==> config.mk <==
export PLATFORM = sky130hd
export DESIGN_NAME = idp_sequencer
export DESIGN_NICKNAME = d
export VERILOG_FILES = /design/src/rtl/idp_pkg.sv /design/src/rtl/idp_piso.sv /design/src/rtl/idp_sequencer.sv
export SDC_FILE = /design/constraint.sdc
export NUM_CORES = 1
export LEC_CHECK = 0
export BUFFER_PORTS_ARGS = -buffer_cell sky130_fd_sc_hd__buf_4
export CORE_UTILIZATION = 59
export DETAILED_ROUTE_END_ITERATION = 16
export GPL_TIMING_DRIVEN = 0
export HOLD_SLACK_MARGIN = 0.03
export PLACE_DENSITY_LB_ADDON = 0.12
export SLEW_MARGIN = 25
export SYNTH_ARGS = -nofsm -noshare
export SYNTH_HDL_FRONTEND = slang
export SYNTH_SLANG_ARGS = --single-unit
==> constraint.sdc <==
create_clock -name clock -period 4.8 [get_ports clock]
set_clock_uncertainty 0.05 [all_clocks]
set_input_delay 0.48 -clock clock [delete_from_list [all_inputs] [get_ports clock]]
set_output_delay 0.48 -clock clock [all_outputs]
set_load 0.01 [all_outputs]
==> src/rtl/idp_pkg.sv <==
// idp_pkg
//   Shared definitions for the idp datapath and its bit-serial sequencer:
//   default field widths, the idp_state encoding driven onto the datapath,
//   the sequencer FSM states and a helper that maps one onto the other.
package idp_pkg;

    // Default field widths shared by idp and idp_sequencer.
    localparam int unsigned IDP_COST_W = 8;
    localparam int unsigned IDP_ROOT_W = 16;
    localparam int unsigned IDP_DIR_W  = 4;

    // Phase code seen by the idp datapath.
    typedef enum logic [1:0] {
        STOP_ST = 2'b00,
        COST_ST = 2'b01,
        ROOT_ST = 2'b10,
        SAVE_ST = 2'b11
    } idp_state_e;

    // Sequencer control states.
    typedef enum logic [1:0] {
        SEQ_IDLE,
        SEQ_COST,
        SEQ_ROOT,
        SEQ_SAVE
    } seq_fsm_e;

    // Phase code that idp must see while the sequencer is in a given state.
    function automatic idp_state_e to_idp_state(input seq_fsm_e s);
        idp_state_e r;
        case (s)
            SEQ_COST: r = COST_ST;
            SEQ_ROOT: r = ROOT_ST;
            SEQ_SAVE: r = SAVE_ST;
            default:  r = STOP_ST;
        endcase
        return r;
    endfunction

endpackage

==> src/rtl/idp_piso.sv <==
// idp_piso
//   LSB-first load-and-shift register. With ROTATE set, the bit shifted out
//   re-enters at the MSB so the word can be replayed after W shifts.
// Ports:
//   clock, reset  rising-edge clock, asynchronous active-high reset
//   load          capture din (has priority over shift)
//   shift         move one bit towards the LSB
//   din           parallel load value
//   next_lsb      LSB the register will hold after this clock edge
//                 (lets the caller register the serial bit without lag)
module idp_piso #(
    parameter int unsigned W      = 8,
    parameter bit          ROTATE = 1'b0
) (
    input  logic         clock,
    input  logic         reset,
    input  logic         load,
    input  logic         shift,
    input  logic [W-1:0] din,
    output logic         next_lsb
);

    logic [W-1:0] q;
    logic [W-1:0] shifted;
    logic         fill;

    assign fill = ROTATE ? q[0] : 1'b0;

    generate
        if (W == 1) begin : g_one
            assign shifted = fill;
        end else begin : g_wide
            assign shifted = {fill, q[W-1:1]};
        end
    endgenerate

    assign next_lsb = load ? din[0] : (shift ? shifted[0] : q[0]);

    always_ff @(posedge clock or posedge reset) begin
        if (reset) begin
            q <= '0;
        end else if (load) begin
            q <= din;
        end else if (shift) begin
            q <= shifted;
        end
    end

endmodule

==> src/rtl/idp_sequencer.sv <==
// idp_sequencer
//   Bit-serial front/back end for the idp datapath. Accepts one parallel
//   neighbour job, streams it LSB first through a STOP->COST->ROOT->SAVE run
//   and collects idp's serial result into a parallel output word.
// Ports:
//   clock, reset          rising-edge clock, asynchronous active-high reset
//   in_valid/in_ready     job handshake; in_cost/in_root/in_dir/in_pathfunction
//   idp_state             STOP=00 COST=01 ROOT=10 SAVE=11
//   idp_pathfunction      path function latched at accept
//   idp_direction         serial direction bit
//   idp_extern_data       serial cost/root bit
//   idp_root_carry_in     high on the last COST cycle only
//   idp_result_data       serial result from idp (sampled every active cycle)
//   idp_conquest          conquest flag (sampled on the last SAVE cycle)
//   out_valid/out_ready   result handshake; out_word (bit 0 sampled first),
//                         out_conquest
//   busy                  run in progress
module idp_sequencer
    import idp_pkg::*;
#(
    parameter int unsigned COST_W  = IDP_COST_W,
    parameter int unsigned ROOT_W  = IDP_ROOT_W,
    parameter int unsigned DIR_W   = IDP_DIR_W,
    parameter int unsigned TOTAL_W = COST_W + ROOT_W + DIR_W
) (
    input  logic               clock,
    input  logic               reset,
    input  logic               in_valid,
    output logic               in_ready,
    input  logic [COST_W-1:0]  in_cost,
    input  logic [ROOT_W-1:0]  in_root,
    input  logic [DIR_W-1:0]   in_dir,
    input  logic               in_pathfunction,
    output logic [1:0]         idp_state,
    output logic               idp_pathfunction,
    output logic               idp_direction,
    output logic               idp_extern_data,
    output logic               idp_root_carry_in,
    input  logic               idp_result_data,
    input  logic               idp_conquest,
    output logic               out_valid,
    input  logic               out_ready,
    output logic [TOTAL_W-1:0] out_word,
    output logic               out_conquest,
    output logic               busy
);

    localparam int unsigned CNT_W = $clog2(TOTAL_W + 1);

    // Counter holds the index of the current active cycle (1..TOTAL_W).
    localparam logic [CNT_W-1:0] CNT_ONE  = CNT_W'(1);
    localparam logic [CNT_W-1:0] COST_END = CNT_W'(COST_W);
    localparam logic [CNT_W-1:0] ROOT_END = CNT_W'(COST_W + ROOT_W);
    localparam logic [CNT_W-1:0] DIR_END  = CNT_W'(COST_W + DIR_W);
    localparam logic [CNT_W-1:0] LAST     = CNT_W'(TOTAL_W);

    seq_fsm_e           fsm_q, fsm_n;
    logic [CNT_W-1:0]   cnt_q, cnt_n;
    logic [TOTAL_W-2:0] cap_q;

    logic accept, complete;
    logic cost_shift, root_shift, dir_shift;
    logic cost_next, root_next, dir_next;
    logic ext_n, dir_bit_n, carry_n;

    assign in_ready = (fsm_q == SEQ_IDLE) && (!out_valid || out_ready);
    assign accept   = in_valid && in_ready;
    assign busy     = (fsm_q != SEQ_IDLE);

    // Each shifter advances on the edge that ends a cycle in which its bit
    // was on the wire. Direction bits go out twice (early ROOT, then SAVE);
    // the dir shifter rotates, so after DIR_W shifts it is back at dir[0]
    // and simply holds there until SAVE.
    assign cost_shift = (fsm_q == SEQ_COST);
    assign root_shift = (fsm_q == SEQ_ROOT);
    assign dir_shift  = ((fsm_q == SEQ_ROOT) && (cnt_q <= DIR_END)) ||
                        (fsm_q == SEQ_SAVE);

    idp_piso #(.W(COST_W), .ROTATE(1'b0)) u_cost (
        .clock    (clock),
        .reset    (reset),
        .load     (accept),
        .shift    (cost_shift),
        .din      (in_cost),
        .next_lsb (cost_next)
    );

    idp_piso #(.W(ROOT_W), .ROTATE(1'b0)) u_root (
        .clock    (clock),
        .reset    (reset),
        .load     (accept),
        .shift    (root_shift),
        .din      (in_root),
        .next_lsb (root_next)
    );

    idp_piso #(.W(DIR_W), .ROTATE(1'b1)) u_dir (
        .clock    (clock),
        .reset    (reset),
        .load     (accept),
        .shift    (dir_shift),
        .din      (in_dir),
        .next_lsb (dir_next)
    );

    // Next state and next serial outputs; outputs are registered so the
    // values computed here are those seen on the wires during cycle cnt_n.
    always_comb begin
        fsm_n     = fsm_q;
        cnt_n     = cnt_q;
        complete  = 1'b0;
        ext_n     = 1'b0;
        dir_bit_n = 1'b0;
        carry_n   = 1'b0;

        if (accept) begin
            fsm_n = SEQ_COST;
            cnt_n = CNT_ONE;
        end else if (fsm_q != SEQ_IDLE) begin
            if (cnt_q == LAST) begin
                fsm_n    = SEQ_IDLE;
                complete = 1'b1;
            end else begin
                cnt_n = cnt_q + CNT_ONE;
                if (cnt_n <= COST_END) begin
                    fsm_n = SEQ_COST;
                end else if (cnt_n <= ROOT_END) begin
                    fsm_n = SEQ_ROOT;
                end else begin
                    fsm_n = SEQ_SAVE;
                end
            end
        end

        case (fsm_n)
            SEQ_COST: begin
                ext_n   = cost_next;
                carry_n = (cnt_n == COST_END);
            end
            SEQ_ROOT: begin
                ext_n     = root_next;
                dir_bit_n = (cnt_n <= DIR_END) ? dir_next : 1'b0;
            end
            SEQ_SAVE: begin
                dir_bit_n = dir_next;
            end
            default: ;
        endcase
    end

    always_ff @(posedge clock or posedge reset) begin
        if (reset) begin
            fsm_q             <= SEQ_IDLE;
            cnt_q             <= '0;
            cap_q             <= '0;
            idp_state         <= STOP_ST;
            idp_pathfunction  <= 1'b0;
            idp_direction     <= 1'b0;
            idp_extern_data   <= 1'b0;
            idp_root_carry_in <= 1'b0;
            out_valid         <= 1'b0;
            out_word          <= '0;
            out_conquest      <= 1'b0;
        end else begin
            fsm_q             <= fsm_n;
            cnt_q             <= cnt_n;
            idp_state         <= to_idp_state(fsm_n);
            idp_direction     <= dir_bit_n;
            idp_extern_data   <= ext_n;
            idp_root_carry_in <= carry_n;

            if (accept) begin
                idp_pathfunction <= in_pathfunction;
            end

            // Capture holds the older TOTAL_W-1 bits; the final bit goes
            // straight into out_word so the word is ready on completion.
            if (fsm_q != SEQ_IDLE) begin
                cap_q <= {idp_result_data, cap_q[TOTAL_W-2:1]};
            end

            if (out_valid && out_ready) begin
                out_valid <= 1'b0;
            end
            if (complete) begin
                out_valid    <= 1'b1;
                out_word     <= {idp_result_data, cap_q};
                out_conquest <= idp_conquest;
            end
        end
    end

endmodule

==> impl_metrics.sql, run 1 <==
INSERT INTO impl_metrics (metric_group, metric, value, unit) VALUES
('cts', 'postCtsSetupBuffers', '0', ''),
('pwr', 'power.density', '532', 'nW/um^2'),
('floorplan', 'floorplan.die.width', '86.6', 'um'),
('placement', 'place.port_buffers', '72', ''),
('pwr', 'switching_share', '37.8', '%'),
('critical_path', 'crit_arrival', '2.63', 'ns'),
('critical_path', 'critical_path_required', '4.97', 'ns'),
('sta', 'clock.fmax', '407', 'MHz'),
('pwr', 'switching_power', '1.03', 'mW'),
('sta', 'tns', '0', 'ns'),
('final_layout', 'finish.cell_count_without_fillers', '582', ''),
('critical_path', 'cp-end-kind', 'flip-flop', ''),
('drt', 'initial_drt_pass_iterations', '4', ''),
('sta', 'finalCritPeriodShare', '51.2', '%'),
('floorplan', 'die_ar', '7500', 'sq um'),
('grt', 'vias_in_the_first_global_route', '3106', ''),
('placement', 'placed_cells', '567', ''),
('drt', 'detailroute.via_count', '3089', ''),
('drt', 'remaining_drc_errors', '0', ''),
('sta', 'timing_hold_violations_final', '0', ''),
('placement', 'routability_driven_placement_congestion_ratio', '0.802', ''),
('critical_path', 'worstPathMaxFanout', '9', ''),
('cts', 'path_clk_slew', '0.09', 'ns'),
('cts', 'numClockSinks', '97', ''),
('synthesis', 'netlist_instances', '398', ''),
('pwr', 'share_seq_of_total_power', '45.0', '%'),
('drt', 'route.detailed.wl_per_inst', '14.3', 'um'),
('pwr', 'ir_drop', '0.000276', 'V'),
('critical_path', 'crit_path_start_kind', 'flip-flop', ''),
('critical_path', 'worst-setup-path-type', 'flip-flop to flip-flop', ''),
('status', 'run_status', 'completed', ''),
('synthesis', 'yosys_warnings', '0', ''),
('sta', 'maxSlewHeadroom', '67.1', '%'),
('synthesis', 'netlist_area_pre_place', '4220', 'sq um'),
('cts', 'ctsHtreeMaxLevel', '3', ''),
('pwr', 'pwr-share-clk', '18.0', '%'),
('final_layout', 'final_common_cell', 'nand2_1', ''),
('final_layout', 'layout.cells.most_common_list', '135 x nand2_1, 97 x dfrtp_1, 74 x buf_4', ''),
('sta', 'max_slew.worst_pin.slew', '0.493', 'ns'),
('final_layout', 'layout.cell_area.non_filler', '5100', 'sq um'),
('pwr', 'p_total', '2.71', 'mW'),
('drt', 'initial_drt_markers', '193', ''),
('sta', 'hold_slack', '0.0331', 'ns'),
('grt', 'gr_util_all_layers', '24.2', '%'),
('final_layout', 'post_route_cells_drive_above_1_share', '30.2', '%'),
('hold_path', 'hold_class', 'input port to async pin', ''),
('cts', 'clockBufferDepth', '2', ''),
('pwr', 'total_leakage_power', '2.70', 'nW'),
('final_layout', 'fill_cells', '513', ''),
('floorplan', 'coreArea', '6870', 'sq um'),
('cts', 'cts.root.buffer_cell', 'clkbuf_8', ''),
('synthesis', 'synth_seq_cells', '97', ''),
('floorplan', 'ioPinCount', '73', ''),
('sta', 'setup_violations', '0', ''),
('drt', 'finalWirelength', '8.31', 'mm'),
('cts', 'cts_tree', 'yes', ''),
('synthesis', 'synthDistinctLibCells', '44', ''),
('floorplan', 'initial_core_util', '61.5', '%'),
('drt', 'ant_nets', '0', ''),
('cts', 'cts.repair.resized', '0', ''),
('pwr', 'share_comb_of_total_power', '37.0', '%'),
('cts', 'cts_hold_repair.buffers', '0', ''),
('synthesis', 'synth.net_count', '440', ''),
('sta', 'setup_repair_after_global_routing_missed_its_margin', 'no', ''),
('pwr', 'internal_power', '1.69', 'mW'),
('floorplan', 'die_h', '86.6', 'um'),
('grt', 'globalRouteOverflowTotal', '0', ''),
('sta', 'fin_ws', '2.34', 'ns'),
('final_layout', 'multi_input_gate_area', '1620', 'sq um'),
('final_layout', 'area_overhead_of_the_layout_relative_to_synthesis', '20.6', '%'),
('synthesis', 'synth_seq_area_share', '57.5', '%');
==> critical path: stages (launching register included) <==
cell and delay (ns):
dfrtp_1 0.48, ha_1 0.23, buf_2 0.17, xnor2_1 0.15, a21oi_1 0.14, o311ai_2 0.39
inv_1 0.15, ha_1 0.26, nor3_1 0.24, nor4_2 0.06
==> final cells by class <==
| class | count | share of cell area [%] |
|---|---|---|
| plain buffers | 26 | 2.90 |
| flip-flops and latches | 97 | 47.6 |
| well taps | 96 | 2.36 |
| inverters | 7 | 0.614 |
| clock buffers | 11 | 2.97 |
| multi-input cells | 268 | 31.8 |
| clock inverters | 4 | 0.540 |
| repair buffers | 73 | 11.1 |
==> cells by family after synthesis <==
group	after synthesis	share of synthesized area [%]
AO/OA/AOI/OAI	51	9.06
XOR/XNOR	4	0.830
adder cells (fa/ha/maj)	7	2.07
buffers and inverters	33	4.12
flip-flops	97	57.5
multiplexers	35	9.15
AND/OR/NAND/NOR	171	17.3
==> power by group through the flow <==
stage | combinational [mW] | sequential [mW] | clock [mW]
4_1_cts | 1.01 | 1.22 | 0.497
5_1_grt | 1.13 | 1.25 | 0.527
2_1_floorplan | 0.732 | 1.20 | 0
6_report | 1.00 | 1.22 | 0.487
3_5_place_dp | 1.00 | 1.23 | 0
3_3_place_gp | 0.955 | 1.22 | 0
==> sequential cells by signal, summed over array words and instances, names as in the netlist <==
register	count
out_word	28
cap_q	27
u_root.q	16
u_cost.q	8
cnt_q	5
u_dir.q	4
fsm_q	2
idp_direction	1
idp_extern_data	1
idp_pathfunction	1
idp_root_carry_in	1
idp_state	1
out_conquest	1
out_valid	1
==> Yosys cell counts, drive strengths merged <==
| library cell | number | area [sq um] |
|---|---|---|
| xor2 | 1 | 8.76 |
| a211o | 1 | 10.0 |
| nand4b | 1 | 8.76 |
| nor3 | 1 | 5.00 |
| dfrtp | 97 | 2430 |
| xnor2 | 3 | 26.3 |
| nor4 | 2 | 18.8 |
| a21o | 2 | 16.3 |
| nand2b | 2 | 12.5 |
| nand3b | 3 | 22.5 |
| nand4 | 3 | 18.8 |
| and3 | 3 | 25.0 |
| a311oi | 2 | 30.0 |
| o211ai | 1 | 7.51 |
| nand3 | 1 | 5.00 |
| and4 | 1 | 10.0 |
| clkbuf | 10 | 37.5 |
| o21ai | 9 | 45.0 |
| o21a | 1 | 7.51 |
| nand2 | 135 | 507 |
| ha | 7 | 87.6 |
| and2 | 3 | 18.8 |
| a21oi | 9 | 45.0 |
| mux2i | 6 | 60.1 |
| o2111ai | 1 | 15.0 |
| nor2 | 13 | 51.3 |
| buf | 16 | 110 |
| mux2 | 29 | 327 |
| nor2b | 2 | 12.5 |
| nor4b | 1 | 15.0 |
| o22ai | 1 | 6.26 |
| a22oi | 20 | 150 |
| inv | 7 | 26.3 |
| a2111oi | 1 | 8.76 |
| o311ai | 3 | 41.3 |
==> worst paths after layout <==
kind / start / end / depth (start not counted)
max: cnt_q[0] / idp_direction / 9
min: reset / u_root.q[9] / 2
max reg2reg: cnt_q[0] / idp_direction / 9
min reg2reg: idp_pathfunction / idp_pathfunction / 2
max in group asynchronous: reset / cnt_q[3] / 3
min in group clock: in_root[15] / u_root.q[15] / 3
==> layer usage <==
layer	GRT usage, %	vias up	wire [um]
li1	-	1494	-
met1	31.6	1502	3720
met2	39.0	72	4080
met3	4.38	21	316
met4	12.6	0	196
met5	0	-	0
Note: power is estimated with default switching activity, not from simulation.
==> inputs of run 2 (changes only) <==
--- a/config.mk
+++ b/config.mk
@@ -6,7 +6,7 @@
 export NUM_CORES = 1
 export LEC_CHECK = 0
 export BUFFER_PORTS_ARGS = -buffer_cell sky130_fd_sc_hd__buf_4
-export CORE_UTILIZATION = 59
+export CORE_UTILIZATION = 56
 export DETAILED_ROUTE_END_ITERATION = 16
 export GPL_TIMING_DRIVEN = 0
 export HOLD_SLACK_MARGIN = 0.03
==> constraint.sdc (replaced) <==
create_clock -name clock -period 2.4 [get_ports clock]
set_clock_uncertainty 0.05 [all_clocks]
set_input_delay 0.24 -clock clock [delete_from_list [all_inputs] [get_ports clock]]
set_output_delay 0.24 -clock clock [all_outputs]
set_load 0.01 [all_outputs]
==> run 2 against run 1 <==
  * Design area rose by 4.2%
  * Cell count rose by 2.7%
  * Combinational power rose by 120%
  * Sequential share of layout area fell by 1.9 points
  * Sequential power rose by 100%
  * Critical path type unchanged
  * Flip-flop and latch count did not move
  * Wire length rose by 3.6%
  * Non-clock buffer count rose by 12
  * Largest cell class unchanged
  * Worst setup slack got worse by 2.2 ns
==> impl_metrics.sql, run 2 (synthesis gave the netlist of run 1 again) <==
INSERT INTO impl_metrics (metric_group, metric, value, unit) VALUES
('sta', 'setup_repair_after_global_routing_missed_its_margin', 'yes', ''),
('drt', 'finalWirelength', '8.61', 'mm'),
('grt', 'vias_in_the_first_global_route', '2924', ''),
('grt', 'pin_count_of_the_biggest_net_entering_global_routing', '34', ''),
('final_layout', 'end_of_flow_core_utilization', '73.2', '%'),
('sta', 'period_needed', '2.29', 'ns'),
('drt', 'remaining_drc_errors', '0', ''),
('floorplan', 'die_ar', '7890', 'sq um'),
('floorplan', 'placement_rows', '31', ''),
('final_layout', 'final_common_cell', 'nand2_1', ''),
('final_layout', 'largest-register', 'out_word', ''),
('pwr', 'total_leakage_power', '2.76', 'nW'),
('sta', 'setup_violations', '0', ''),
('final_layout', 'antenna-diode-count', '0', ''),
('critical_path', 'slowest_stage', 'dfrtp_2', ''),
('drt', 'initial_drt_pass_iterations', '4', ''),
('grt', 'globalRouteOverflowTotal', '0', ''),
('cts', 'cts.root.buffer_cell', 'clkbuf_8', ''),
('drt', 'route.detailed.wl_per_inst', '14.4', 'um'),
('drt', 'route.met3.wl', '315', 'um'),
('floorplan', 'initial_core_util', '58.2', '%'),
('drt', 'detailroute.via_count', '3091', ''),
('floorplan', 'ioPinCount', '73', ''),
('final_layout', 'layout.cells.most_common_list', '135 x nand2_1, 96 x dfrtp_1, 78 x buf_4', ''),
('floorplan', 'die_h', '88.9', 'um'),
('critical_path', 'critical-path-max-stage-delay', '0.46', 'ns'),
('critical_path', 'timing.critical_path.max_delay_family', 'flip-flops', ''),
('drt', 'top_layer_used', 'met4', ''),
('final_layout', 'area_overhead_of_the_layout_relative_to_synthesis', '25.7', '%'),
('grt', 'antenna_violations_before_repair', '0', ''),
('run', 'max_cap_violations', '0', ''),
('sta', 'max_slew.worst_pin.slew', '0.508', 'ns'),
('pwr', 'ir_drop', '0.000688', 'V'),
('final_layout', 'finish.cell_count_without_fillers', '598', ''),
('final_layout', 'num-nets-final', '536', ''),
('drt', 'wl_met2', '4.25', 'mm'),
('critical_path', 'crit_path_start_kind', 'flip-flop', ''),
('drt', 'ant_nets', '0', ''),
('pwr', 'p_total', '5.67', 'mW'),
('critical_path', 'worstPathMaxFanout', '8', ''),
('drt', 'viasPerCell', '5.17', ''),
('final_layout', 'largest_reg_flops', '28', ''),
('cts', 'numClockSinks', '97', ''),
('cts', 'path_clk_slew', '0.09', 'ns'),
('cts', 'clk-insertion-delay-late', '0.37', 'ns'),
('sta', 'maxSlewHeadroom', '66.1', '%'),
('drt', 'initial_drt_markers', '125', ''),
('sta', 'timing_max_transition_violations_final', '0', ''),
('hold_path', 'hold_class', 'input port to flip-flop', ''),
('sta', 'timing_hold_violations_final', '0', ''),
('critical_path', 'timing.critical_path.cells', 'ha_1, buf_2, xnor2_1, a21oi_2, o311ai_4, inv_1, ha_2, nor3_2, nor4_2', ''),
('critical_path', 'buf_inv_stages_crit_path', '2', ''),
('placement', 'routability_driven_placement_congestion_ratio', '0.772', ''),
('sta', 'finalCritPeriodShare', '95.4', '%'),
('final_layout', 'post_route_cells_drive_above_1_share', '31.9', '%'),
('cts', 'cts_tree', 'yes', ''),
('grt', 'grt_first_pass_wirelength', '13.6', 'mm'),
('floorplan', 'coreArea', '7250', 'sq um'),
('critical_path', 'worst-setup-path-type', 'flip-flop to flip-flop', ''),
('cts', 'ctsHtreeMaxLevel', '3', ''),
('critical_path', 'cp-end-kind', 'flip-flop', ''),
('placement', 'dpl.hpwl', '5.77', 'mm'),
('grt', 'gr_util_all_layers', '23.2', '%'),
('pwr', 'power.density', '1070', 'nW/um^2'),
('placement', 'place.port_buffers', '72', ''),
('sta', 'clock.fmax', '437', 'MHz'),
('placement', 'placed_cells', '572', ''),
('drt', 'wl_met1', '3.90', 'mm'),
('floorplan', 'floorplan.die.width', '88.9', 'um'),
('critical_path', 'crit_arrival', '2.49', 'ns'),
('critical_path', 'critical_path_required', '2.60', 'ns'),
('final_layout', 'largest_registers_in_the_final_layout', 'out_word (28), cap_q (27), u_root.q (16)', ''),
('status', 'run_status', 'completed', ''),
('cts', 'clockBufferDepth', '2', ''),
('cts', 'number_of_buffers_created_by_cts', '9', '');
==> run 2: power by group <==
part / leakage, nW / switching (mW) / internal, mW
Clock: 0.0945 / 0.572 / 0.492
Sequential: 1.28 / 0.306 / 2.13
Combinational: 1.39 / 1.26 / 0.907
==> run 2: what timing repair did <==
item / in CTS / in global routing
pin swaps: 0 / 5
buffers inserted: 0 / 3
gates resized for setup: 3 / 11
setup endpoints to repair: 1 / 4
hold endpoints to repair: 18 / 0
hold buffers: 8 / 0
==> run 2: per-stage QoR <==
stage | hold WS (ns) | TNS [ns] | setup slack [ns] | instance area [sq um]
5_1_grt | 0.0412 | -0.0618 | -0.0390 | 5310
3_5_place_dp | 0.196 | -0.0298 | -0.0298 | 4960
4_1_cts | 0.0369 | 0 | 0.0224 | 5250
2_1_floorplan | 0.295 | 0 | 0.188 | 4230
3_3_place_gp | 0.384 | 0 | 0.0200 | 4890
6_report | 0.0476 | 0 | 0.111 | 5310
==> run 2: cell type report <==
class	instances	area [sq um]
plain buffers	25	151
clock buffers	11	131
clock inverters	5	63.8
fillers	538	1940
inverters	7	30.0
multi-input cells	268	1670
flip-flops and latches	97	2430
well taps	99	124
repair buffers	86	711
==> run 2: path summary, 6_finish.rpt <==
kind | start | to | slack, ns | depth (start not counted)
worst min-delay path | in_root[2] | u_root.q[2] | 0.05 | 3
max in group asynchronous | reset | cnt_q[0] | 1.28 | 5
worst max-delay path | cnt_q[0] | idp_direction | 0.11 | 9
worst min register to register | cap_q[0] | cap_q[0] | 0.42 | 2
worst max register to register | cnt_q[0] | idp_direction | 0.11 | 9
min in group asynchronous | reset | u_root.q[10] | 0.35 | 3
==> run 2: metal layers <==
| metal | vias to the layer above | track usage (%) |
|---|---|---|
| li1 | 1527 | - |
| met1 | 1505 | 31.0 |
| met2 | 48 | 37.0 |
| met3 | 11 | 4.57 |
| met4 | 0 | 10.1 |
| met5 | - | 0 |
==> run 2: worst min-delay path: stages <==
cell	delay (ns)
buf_4	0.07
a22oi_1	0.06
nand2_1	0.05
==> inputs of run 3 (changes only) <==
--- a/config.mk
+++ b/config.mk
@@ -11,6 +11,7 @@
 export GPL_TIMING_DRIVEN = 0
 export HOLD_SLACK_MARGIN = 0.03
 export PLACE_DENSITY_LB_ADDON = 0.12
+export RECOVER_POWER = 25
 export SLEW_MARGIN = 25
 export SYNTH_ARGS = -nofsm -noshare
 export SYNTH_HDL_FRONTEND = slang
==> run 3 against run 2 <==
  * Utilization fell by 0.45 points
  * Sequential power barely moved
  * Design area fell by 0.61%
  * Non-clock buffer count did not move
  * Worst setup slack improved by 0.0052 ns
  * Critical path depth did not move
  * Clock power barely moved
  * Flip-flop and latch count did not move
  * Largest cell class unchanged
==> impl_metrics.sql, run 3 (synthesis gave the netlist of run 1 again) <==
INSERT INTO impl_metrics (metric_group, metric, value, unit) VALUES
('cts', 'path_clk_slew', '0.09', 'ns'),
('critical_path', 'cp-end-kind', 'flip-flop', ''),
('sta', 'timing_hold_violations_final', '0', ''),
('drt', 'detailroute.via_count', '3103', ''),
('pwr', 'ir_drop', '0.000690', 'V'),
('status', 'run_status', 'completed', ''),
('sta', 'hold_slack', '0.0495', 'ns'),
('drt', 'route.detailed.wl_per_inst', '14.3', 'um'),
('sta', 'maxSlewHeadroom', '28.1', '%'),
('sta', 'setup_violations', '0', ''),
('sta', 'fin_ws', '0.117', 'ns'),
('final_layout', 'fill_cells', '542', ''),
('placement', 'routability_driven_placement_congestion_ratio', '0.772', ''),
('drt', 'ant_nets', '0', ''),
('critical_path', 'slowest_stage', 'dfrtp_2', ''),
('grt', 'globalRouteOverflowTotal', '0', ''),
('sta', 'clock.fmax', '438', 'MHz'),
('placement', 'dpl.hpwl', '5.77', 'mm'),
('floorplan', 'die_h', '88.9', 'um'),
('grt', 'pin_count_of_the_biggest_net_entering_global_routing', '34', ''),
('floorplan', 'initial_core_util', '58.2', '%'),
('floorplan', 'coreArea', '7250', 'sq um'),
('critical_path', 'worst_setup_path_startpoint', 'cnt_q[0]', ''),
('final_layout', 'final_common_cell', 'nand2_1', ''),
('critical_path', 'critical_path_required', '2.60', 'ns'),
('grt', 'antenna_violations_before_repair', '0', ''),
('pwr', 'power.density', '1070', 'nW/um^2'),
('cts', 'number_of_buffers_created_by_cts', '9', ''),
('critical_path', 'worstPathMaxFanout', '8', ''),
('final_layout', 'largest-register', 'out_word', ''),
('final_layout', 'post_route_cells_drive_above_1_share', '31.7', '%'),
('sta', 'max_slew.worst_pin.slew', '1.08', 'ns'),
('hold_path', 'hold_class', 'input port to flip-flop', ''),
('hold_path', 'hold_path_startpoint', 'in_root[2]', ''),
('critical_path', 'worst-setup-path-type', 'flip-flop to flip-flop', ''),
('grt', 'grt_first_pass_wirelength', '13.6', 'mm'),
('cts', 'cts_tree', 'yes', ''),
('cts', 'ctsHtreeMaxLevel', '3', ''),
('run', 'max_cap_violations', '0', ''),
('final_layout', 'end_of_flow_core_utilization', '72.7', '%'),
('final_layout', 'layout.cells.most_common_list', '135 x nand2_1, 96 x dfrtp_1, 77 x buf_4', ''),
('cts', 'clk-insertion-delay-late', '0.36', 'ns'),
('drt', 'viasPerCell', '5.19', ''),
('sta', 'timing_max_transition_violations_final', '0', ''),
('final_layout', 'area_overhead_of_the_layout_relative_to_synthesis', '24.9', '%'),
('grt', 'gr_util_all_layers', '23.2', '%'),
('placement', 'placed_cells', '572', ''),
('critical_path', 'timing.critical_path.cells', 'ha_1, buf_2, xnor2_1, a21oi_2, o311ai_4, inv_1, ha_2, nor3_2, nor4_2', ''),
('cts', 'cts.root.buffer_cell', 'clkbuf_8', ''),
('final_layout', 'antenna-diode-count', '0', ''),
('floorplan', 'placement_rows', '31', ''),
('grt', 'vias_in_the_first_global_route', '2924', ''),
('final_layout', 'finish.cell_count_without_fillers', '598', ''),
('sta', 'setup_repair_after_global_routing_missed_its_margin', 'yes', ''),
('final_layout', 'num-nets-final', '536', ''),
('placement', 'placedInstanceArea', '4960', 'sq um'),
('critical_path', 'r2r_start', 'cnt_q[0]', ''),
('final_layout', 'largest_reg_flops', '28', ''),
('drt', 'initial_drt_markers', '130', ''),
('drt', 'finalWirelength', '8.57', 'mm'),
('floorplan', 'ioPinCount', '73', ''),
('sta', 'finalCritPeriodShare', '95.1', '%'),
('drt', 'remaining_drc_errors', '0', ''),
('placement', 'place.port_buffers', '72', ''),
('hold_path', 'whs_path_depth', '3', ''),
('critical_path', 'crit_path_start_kind', 'flip-flop', ''),
('floorplan', 'die_ar', '7890', 'sq um'),
('critical_path', 'critical-path-max-stage-delay', '0.46', 'ns'),
('cts', 'numClockSinks', '97', ''),
('final_layout', 'largest_registers_in_the_final_layout', 'out_word (28), cap_q (27), u_root.q (16)', ''),
('pwr', 'total_leakage_power', '2.75', 'nW'),
('critical_path', 'worst-r2r-cell-count', '9', ''),
('floorplan', 'floorplan.die.width', '88.9', 'um'),
('drt', 'initial_drt_pass_iterations', '5', ''),
('critical_path', 'crit_arrival', '2.48', 'ns'),
('sta', 'period_needed', '2.28', 'ns'),
('final_layout', 'layout.cell_area.non_filler', '5280', 'sq um'),
('placement', 'dp_slack', '-0.0298', 'ns'),
('cts', 'clockBufferDepth', '2', '');
-- run 3: cell count changes in the layout (fill, tap and decap cells not counted) --
| cell | previous run | this run |
|---|---|---|
| buf_12 | 2 | 1 |
| buf_16 | 1 | 0 |
| buf_4 | 78 | 77 |
| clkbuf_2 | 0 | 1 |
| clkbuf_4 | 2 | 3 |
| clkinvlp_2 | 0 | 1 |
| clkinvlp_4 | 2 | 1 |
| dlymetal6s4s_1 | 0 | 1 |
-- run 3: worst paths after layout --
kind,slack [ns],to
max,0.12,idp_direction
min,0.05,u_root.q[2]
max reg2reg,0.12,idp_direction
min reg2reg,0.42,cap_q[0]
max in group asynchronous,0.39,out_word[22]
min in group asynchronous,0.39,u_root.q[11]
-- run 3: what timing repair did --
| action | in CTS | in global routing |
|---|---|---|
| buffers inserted | 0 | 3 |
| gates cloned | 0 | 0 |
| endpoints found under the setup margin | 1 | 4 |
| hold endpoints to repair | 18 | 0 |
| hold buffers | 8 | 0 |
| resized for setup | 3 | 11 |
| pin swaps | 0 | 5 |
-- run 3: layer usage --
| layer | wire, um | GRT usage (%) |
|---|---|---|
| met4 | 143 | 10.1 |
| met3 | 366 | 4.57 |
| met2 | 4260 | 37.0 |
| met1 | 3800 | 31.0 |
| met5 | 0 | 0 |
-- run 3: through the flow --
step                      TNS (ns)  power, mW
after detailed placement   -0.0298       4.46
after floorplan                  0       3.87
after global placement           0       4.37
final                            0       5.66
after global routing       -0.0618       6.05
after CTS                        0       5.58
-- run 3: worst max-delay path, delay by kind of cell (launching register included) --
kind / cells / cell delay, ns
compound gates: 2 / 0.46
flops: 1 / 0.46
simple gates: 2 / 0.25
buf+inv: 2 / 0.31
fa+ha+maj: 2 / 0.44
xor+xnor: 1 / 0.18
-- run 3: layout make-up --
cell class	count	area (sq um)	share of cell area [%]
sequential	97	2430	46.0
clock inverter	5	63.8	1.21
inverter	7	27.5	0.522
tap	99	124	2.35
timing repair buffer	86	681	12.9
multi-input combinational	268	1670	31.6
buffer	25	151	2.87
clock buffer	11	131	2.49
-- run 3: where the power goes --
group,total [mW],internal (mW),leakage (nW),switching (mW)
Combinational,2.16,0.901,1.38,1.26
Clock,1.06,0.492,0.0945,0.571
Sequential,2.43,2.13,1.28,0.305
